[config.mk]
export PLATFORM = sky130hd
export DESIGN_NAME = mem_access_unit_flat
export DESIGN_NICKNAME = d
export VERILOG_FILES = /design/src/rtl/mem_access_unit_if.sv /design/src/rtl/mem_access_unit.sv /design/src/flat_wrapper.sv
export SDC_FILE = /design/constraint.sdc
export NUM_CORES = 1
export LEC_CHECK = 0
export ABC_CLOCK_PERIOD_IN_PS = 4200
export CAP_MARGIN = 30
export CORE_MARGIN = 3
export CORE_UTILIZATION = 44
export CTS_BUF_LIST = sky130_fd_sc_hd__clkbuf_4 sky130_fd_sc_hd__clkbuf_8
export CTS_CLUSTER_SIZE = 12
export DETAILED_ROUTE_END_ITERATION = 10
export MAX_ROUTING_LAYER = met4
export PLACE_DENSITY = 0.78
export SYNTH_ARGS = -nofsm -noshare
export SYNTH_HDL_FRONTEND = slang
export SYNTH_SLANG_ARGS = --single-unit
[constraint.sdc]
create_clock -name clk -period 4.2 [get_ports clk]
set_input_delay 0.63 -clock clk [delete_from_list [all_inputs] [get_ports clk]]
set_output_delay 0.63 -clock clk [all_outputs]
set_load 0.01 [all_outputs]
[src/rtl/mem_access_unit_if.sv]
// Bus bundle for mem_access_unit: CPU request/response channel plus the data-memory port.
// The unit takes the slave modport; the CPU/memory side takes master.
interface mem_access_unit_if;
  logic        req_valid;
  logic        req_ready;
  logic        req_write;
  logic [1:0]  req_size;
  logic        req_unsigned;
  logic [31:0] req_addr;
  logic [31:0] req_wdata;
  logic        resp_valid;
  logic [31:0] resp_rdata;
  logic        resp_error;
  logic [31:0] mem_address;
  logic [31:0] mem_write_data;
  logic        mem_write;
  logic        mem_read;
  logic [31:0] mem_read_data;

  modport slave (
    input  req_valid, req_write, req_size, req_unsigned, req_addr, req_wdata, mem_read_data,
    output req_ready, resp_valid, resp_rdata, resp_error,
    output mem_address, mem_write_data, mem_write, mem_read
  );

  modport master (
    output req_valid, req_write, req_size, req_unsigned, req_addr, req_wdata, mem_read_data,
    input  req_ready, resp_valid, resp_rdata, resp_error,
    input  mem_address, mem_write_data, mem_write, mem_read
  );
endinterface

[src/rtl/mem_access_unit.sv]
// Load/store unit: accepts one CPU request at a time, checks alignment and range, and performs
// byte/halfword/word accesses on a word-wide memory (sub-word stores use read-modify-write).
module mem_access_unit #(
  parameter int unsigned MEMORY_DEPTH = 256
) (
  input logic              clk,
  input logic              reset,
  mem_access_unit_if.slave bus
);

  typedef enum logic [1:0] {StIdle, StRd, StWr, StResp} state_e;

  state_e      r_state, w_state_next;
  logic        r_write;
  logic [1:0]  r_size;
  logic        r_unsigned;
  logic [31:0] r_addr;
  logic [31:0] r_wdata;
  logic [31:0] r_word;
  logic        r_error;

  logic        w_error;
  logic [31:0] w_merged;
  logic [31:0] w_load;
  logic [7:0]  w_byte;
  logic [15:0] w_half;

  always_comb begin
    w_error = 1'b0;
    case (bus.req_size)
      2'b00:   w_error = 1'b0;
      2'b01:   w_error = bus.req_addr[0];
      2'b10:   w_error = (bus.req_addr[1:0] != 2'b00);
      default: w_error = 1'b1;
    endcase
    if ({2'b00, bus.req_addr[31:2]} >= MEMORY_DEPTH) w_error = 1'b1;
  end

  always_ff @(posedge clk or negedge reset) begin
    if (!reset) r_state <= StIdle;
    else        r_state <= w_state_next;
  end

  always_ff @(posedge clk or negedge reset) begin
    if (!reset) begin
      r_write    <= 1'b0;
      r_size     <= 2'b00;
      r_unsigned <= 1'b0;
      r_addr     <= '0;
      r_wdata    <= '0;
      r_error    <= 1'b0;
      r_word     <= '0;
    end else begin
      if (r_state == StIdle && bus.req_valid) begin
        r_write    <= bus.req_write;
        r_size     <= bus.req_size;
        r_unsigned <= bus.req_unsigned;
        r_addr     <= bus.req_addr;
        r_wdata    <= bus.req_wdata;
        r_error    <= w_error;
      end
      if (r_state == StRd) r_word <= bus.mem_read_data;
    end
  end

  always_comb begin
    w_state_next = r_state;
    case (r_state)
      StIdle: begin
        if (bus.req_valid) begin
          if (w_error)                     w_state_next = StResp;
          else if (!bus.req_write)         w_state_next = StRd;
          else if (bus.req_size == 2'b10)  w_state_next = StWr;
          else                             w_state_next = StRd;
        end
      end
      StRd:    w_state_next = r_write ? StWr : StResp;
      StWr:    w_state_next = StResp;
      StResp:  w_state_next = StIdle;
      default: w_state_next = StIdle;
    endcase
  end

  // Store merge: replace only the addressed lane of the word captured in RD.
  always_comb begin
    w_merged = r_word;
    case (r_size)
      2'b00: begin
        case (r_addr[1:0])
          2'b00: w_merged[7:0]   = r_wdata[7:0];
          2'b01: w_merged[15:8]  = r_wdata[7:0];
          2'b10: w_merged[23:16] = r_wdata[7:0];
          2'b11: w_merged[31:24] = r_wdata[7:0];
          default: w_merged = r_word;
        endcase
      end
      2'b01: begin
        if (r_addr[1]) w_merged[31:16] = r_wdata[15:0];
        else           w_merged[15:0]  = r_wdata[15:0];
      end
      default: w_merged = r_wdata;
    endcase
  end

  always_comb begin
    case (r_addr[1:0])
      2'b00:   w_byte = r_word[7:0];
      2'b01:   w_byte = r_word[15:8];
      2'b10:   w_byte = r_word[23:16];
      default: w_byte = r_word[31:24];
    endcase
    w_half = r_addr[1] ? r_word[31:16] : r_word[15:0];
    case (r_size)
      2'b00:   w_load = r_unsigned ? {24'h0, w_byte} : {{24{w_byte[7]}}, w_byte};
      2'b01:   w_load = r_unsigned ? {16'h0, w_half} : {{16{w_half[15]}}, w_half};
      default: w_load = r_word;
    endcase
  end

  always_comb begin
    bus.req_ready      = 1'b0;
    bus.resp_valid     = 1'b0;
    bus.resp_error     = 1'b0;
    bus.resp_rdata     = '0;
    bus.mem_read       = 1'b0;
    bus.mem_write      = 1'b0;
    bus.mem_address    = '0;
    bus.mem_write_data = '0;
    case (r_state)
      StIdle: bus.req_ready = 1'b1;
      StRd: begin
        bus.mem_read    = 1'b1;
        bus.mem_address = {r_addr[31:2], 2'b00};
      end
      StWr: begin
        bus.mem_write      = 1'b1;
        bus.mem_address    = {r_addr[31:2], 2'b00};
        bus.mem_write_data = w_merged;
      end
      StResp: begin
        bus.resp_valid = 1'b1;
        bus.resp_error = r_error;
        bus.resp_rdata = (r_error || r_write) ? 32'h0 : w_load;
      end
      default: bus.req_ready = 1'b0;
    endcase
  end

endmodule

[src/flat_wrapper.sv]
// flat-port wrapper written by rule: the top's interface ports become plain ports
module mem_access_unit_flat 
#(
  parameter int unsigned MEMORY_DEPTH = 256
)
  (clk, reset, bus_req_valid, bus_req_write, bus_req_size, bus_req_unsigned, bus_req_addr, bus_req_wdata, bus_mem_read_data, bus_req_ready, bus_resp_valid, bus_resp_rdata, bus_resp_error, bus_mem_address, bus_mem_write_data, bus_mem_write, bus_mem_read);
  mem_access_unit_if bus_i ();
  input logic clk;
  input logic reset;
  input wire logic [$bits(bus_i.req_valid)-1:0] bus_req_valid;
  input wire logic [$bits(bus_i.req_write)-1:0] bus_req_write;
  input wire logic [$bits(bus_i.req_size)-1:0] bus_req_size;
  input wire logic [$bits(bus_i.req_unsigned)-1:0] bus_req_unsigned;
  input wire logic [$bits(bus_i.req_addr)-1:0] bus_req_addr;
  input wire logic [$bits(bus_i.req_wdata)-1:0] bus_req_wdata;
  input wire logic [$bits(bus_i.mem_read_data)-1:0] bus_mem_read_data;
  output wire logic [$bits(bus_i.req_ready)-1:0] bus_req_ready;
  output wire logic [$bits(bus_i.resp_valid)-1:0] bus_resp_valid;
  output wire logic [$bits(bus_i.resp_rdata)-1:0] bus_resp_rdata;
  output wire logic [$bits(bus_i.resp_error)-1:0] bus_resp_error;
  output wire logic [$bits(bus_i.mem_address)-1:0] bus_mem_address;
  output wire logic [$bits(bus_i.mem_write_data)-1:0] bus_mem_write_data;
  output wire logic [$bits(bus_i.mem_write)-1:0] bus_mem_write;
  output wire logic [$bits(bus_i.mem_read)-1:0] bus_mem_read;
  assign bus_i.req_valid = bus_req_valid;
  assign bus_i.req_write = bus_req_write;
  assign bus_i.req_size = bus_req_size;
  assign bus_i.req_unsigned = bus_req_unsigned;
  assign bus_i.req_addr = bus_req_addr;
  assign bus_i.req_wdata = bus_req_wdata;
  assign bus_i.mem_read_data = bus_mem_read_data;
  assign bus_req_ready = bus_i.req_ready;
  assign bus_resp_valid = bus_i.resp_valid;
  assign bus_resp_rdata = bus_i.resp_rdata;
  assign bus_resp_error = bus_i.resp_error;
  assign bus_mem_address = bus_i.mem_address;
  assign bus_mem_write_data = bus_i.mem_write_data;
  assign bus_mem_write = bus_i.mem_write;
  assign bus_mem_read = bus_i.mem_read;
  mem_access_unit #(.MEMORY_DEPTH(MEMORY_DEPTH)) u_core (.clk(clk), .reset(reset), .bus(bus_i));
endmodule
==> metrics.md <==
| Metric | Value |
|---|---|
| WL final | `18400 um` |
| Dpl hpwl | `14000 um` |
| Area grow syn2layout | `40.6%` |
| Vias | `about 5200` |
| Yosys cell types | `42` |
| Largest net degree at the start of global routing | `60` |
| Vias in the first global route | `5328` |
| DRC | `0` |
| Synth top area share | `43.9%` |
| Clock sink total | `103` |
| Via/cell ratio | `5.72` |
| Post-Synthesis Cells | `560` |
| Synthesized flop and latch total | `103` |
| All-Layer GR Usage | `25.9%` |
| Slew at the pin closest to its max-slew limit | `0.821 ns` |
| Clock Path Buffers | `2` |
| Power per cell area | `807 nW/um^2` |
| Fraction of registers with async set/reset | `100%` |
| Root buffer cell | `clkbuf_8` |
| CP Class | `reg -> out` |
| CTS H-tree depth | `3` |
| Leakage | `3.48 nW` |
| Routed WL per cell | `20.0 um` |
| Clock input transition at the sequential cells of the worst setup and hold paths | `0.10 ns` |
| Dpl ws | `0.880 ns` |
| I/O Pins | `roughly 200` |
| Synth Warn # | `0` |
| Number of synthesized flops with an enable pin | `0` |
| Peak VDD IR | `0.000590 V` |
| Max Freq | `0.264 GHz` |
| Clk_skew | `0.00640 ns` |
| CTS tree | `built` |
| # port buffers | `201` |
| Die area | `~15000 sq um` |
| Critical path endpoint category | `output pin` |
| Antenna fix cells | `0` |
| Setup TNS | `0 ns` |
| Setup ws final | `roughly 0.42 ns` |
| Nets | `848` |
| Skew-Pair Late Insertion Delay | `0.39 ns` |
| Worst path arrival time | `between 3 and 4 ns` |
| Fin crit period | `3.78 ns` |
| Post-synth top flop | `dfrtp_1` |
| MaxCap Viol Count | `0` |
| Total CTS buffers | `9` |
| Max-slew violation count | `0` |
| CP Launch Type | `flop` |
| Syn avg cell area | `approximately 10 sq um` |
| Drt pass-1 iters | `5` |
| Fillcell total | `1040` |
| Status | `finished clean` |
| FF-to-FF setup slack | `1.83 ns` |
| Worst endpoint required time | `3.57 ns` |
| Post-Syn Area | `5870 sq um` |
| Slew headroom | `45.1%` |
| R2R cell count | `5` |
| Slowest cell on crit path | `dfrtp_1` |
| Initial antenna violation count | `0` |
| Detailed Route Iter0 Violations | `387` |
| Die Width | `121 um` |
| Row count | `~40` |
| Post-route ant nets | `0` |
| Hold crit path type | `in -> async` |
| Starting Density | `45.7%` |
| RSZ-0062 raised after global routing | `false` |
| Period utilization | `90.1%` |
| Core area | `12800 sq um` |
| Congestion Overflow GR | `0` |
| Fin. Hold Viols | `0` |
| Fraction of the yosys area taken by sequential cells | `43.9%` |
| Chip height | `between 100 and 150 um` |
| Post-CTS setup buffers | `0` |
| GPL Wtd Cong | `0.889` |
| Final setup viols | `0` |
| Synth top area cells | `dfrtp_1 44%, mux2_2 20%, and2_1 4.5%` |
| Post-CTS Resized | `0` |
| Critical-path cell list | `clkinv_1 -> nand2_1 -> o21ai_1 -> a221oi_1 -> clkdlybuf4s50_1` |
| Critical Path Max Stage Delay | `0.61 ns` |
| Largest area contributor in the netlist | `dfrtp_1` |
| Hold buffers post-CTS | `0` |
| Crit path max fanout | `17` |
| First-pass GRT wire length | `28900 um` |
| Layout cells sized above 1 | `18.9%` |
[cells by family after synthesis]
kind of cell | count (synthesis) | share of synthesized area (%)
simple gates | 161 | 14.0
compound gates | 114 | 13.7
fa+ha+maj | 4 | 0.853
flops | 103 | 43.9
buf+inv | 53 | 3.80
other cells | 1 | 0.0639
mux | 124 | 23.6
[cell usage after synthesis, drive strengths merged (9+ instances only)]
cell type and number:
o211a 15, nand3 17, nor2b 18, a21oi 18, dfrtp 103, nand2 61, and2 43, o21ai 28
o22ai 15, mux2i 18, a221oi 9, mux2 105, clkbuf 32, buf 13
[where the power goes]
part	switching [mW]	internal, mW
logic	1.78	2.07
clock network	0.361	0.355
registers	0.584	1.50
[routing by layer]
metal | global-route usage (%) | routed length [um] | vias up
met3 | 8.39 | 1900 | 32
met2 | 40.5 | 8630 | 304
met1 | 32.5 | 7400 | 2534
met5 | - | 0 | -
li1 | - | - | 2379
met4 | 7.35 | 418 | 0
[cell type report]
type | count | area, sq um | area share (%)
clock inverter | 6 | 90.1 | 1.09
clock buffer | 10 | 138 | 1.67
inverter | 8 | 30.0 | 0.364
sequential | 103 | 2580 | 31.2
timing repair buffer | 214 | 2130 | 25.8
multi-input combinational | 405 | 3070 | 37.2
tap | 172 | 215 | 2.61
[registers in the layout, indices dropped and copies added, names as in the netlist]
name and cells:
u_core.r_word 32, u_core.r_error 1, u_core.r_addr 32, u_core.r_write 1, u_core.r_wdata 32, u_core.r_state 2
u_core.r_size 2, u_core.r_unsigned 1
[per-stage QoR]
| stage | hold WS, ns | util [%] | instances | total power, mW | area (sq um) |
|---|---|---|---|---|---|
| after detailed placement | 0.486 | 62.5 | 902 | 5.92 | 8020 |
| after floorplan | 0.334 | - | 561 | 4.22 | 5870 |
| final | 0.147 | 64.3 | 918 | 6.65 | 8250 |
| after global placement | 0.481 | 62.3 | 901 | 5.81 | 7990 |
| after CTS | 0.135 | 64.3 | 918 | 6.67 | 8250 |
| after global routing | 0.147 | 64.3 | 918 | 7.08 | 8250 |
[worst paths after layout]
check	startpoint	endpoint
worst max register to register	u_core.r_state[0]	u_core.r_addr[13]
max in group asynchronous	reset	u_core.r_word[2]
min in group clk	u_core.r_addr[26]	u_core.r_addr[26]
worst min-delay path	reset	u_core.r_word[24]
worst max-delay path	u_core.r_size[0]	bus_resp_rdata[14]
worst min register to register	u_core.r_addr[26]	u_core.r_addr[26]
[placed cells by master, fill, tap and decap left out, types with 2 or more instances in the layout]
cell,synthesis,routed
nor2_1,7,7
clkdlybuf4s50_1,0,200
inv_1,5,5
nand2b_1,2,2
inv_6,0,2
nand2_1,61,60
nor4_1,5,5
clkinv_1,3,3
a21oi_1,18,18
a22oi_1,8,8
dfrtp_1,103,103
bufinv_16,0,2
nor3_1,2,2
buf_4,2,13
and2_1,42,42
nor2b_1,18,18
mux2_2,105,105
ha_1,4,4
o221ai_1,8,8
o21ai_0,27,27
a211oi_1,8,8
a221oi_1,9,9
o22ai_1,15,15
nand3_1,17,17
mux2i_1,18,18
o211a_1,15,15
conb_1,1,2
clkbuf_8,0,10
[critical path: cells and delay by family, from the launching register on]
family                 cells  cell delay, ns
AOI/OAI and AO/OA          2            0.65
buffers and inverters      2            1.09
DFF                        1            0.61
and+or+nand+nor            1            0.43
Power figures use the tool's default switching activity.
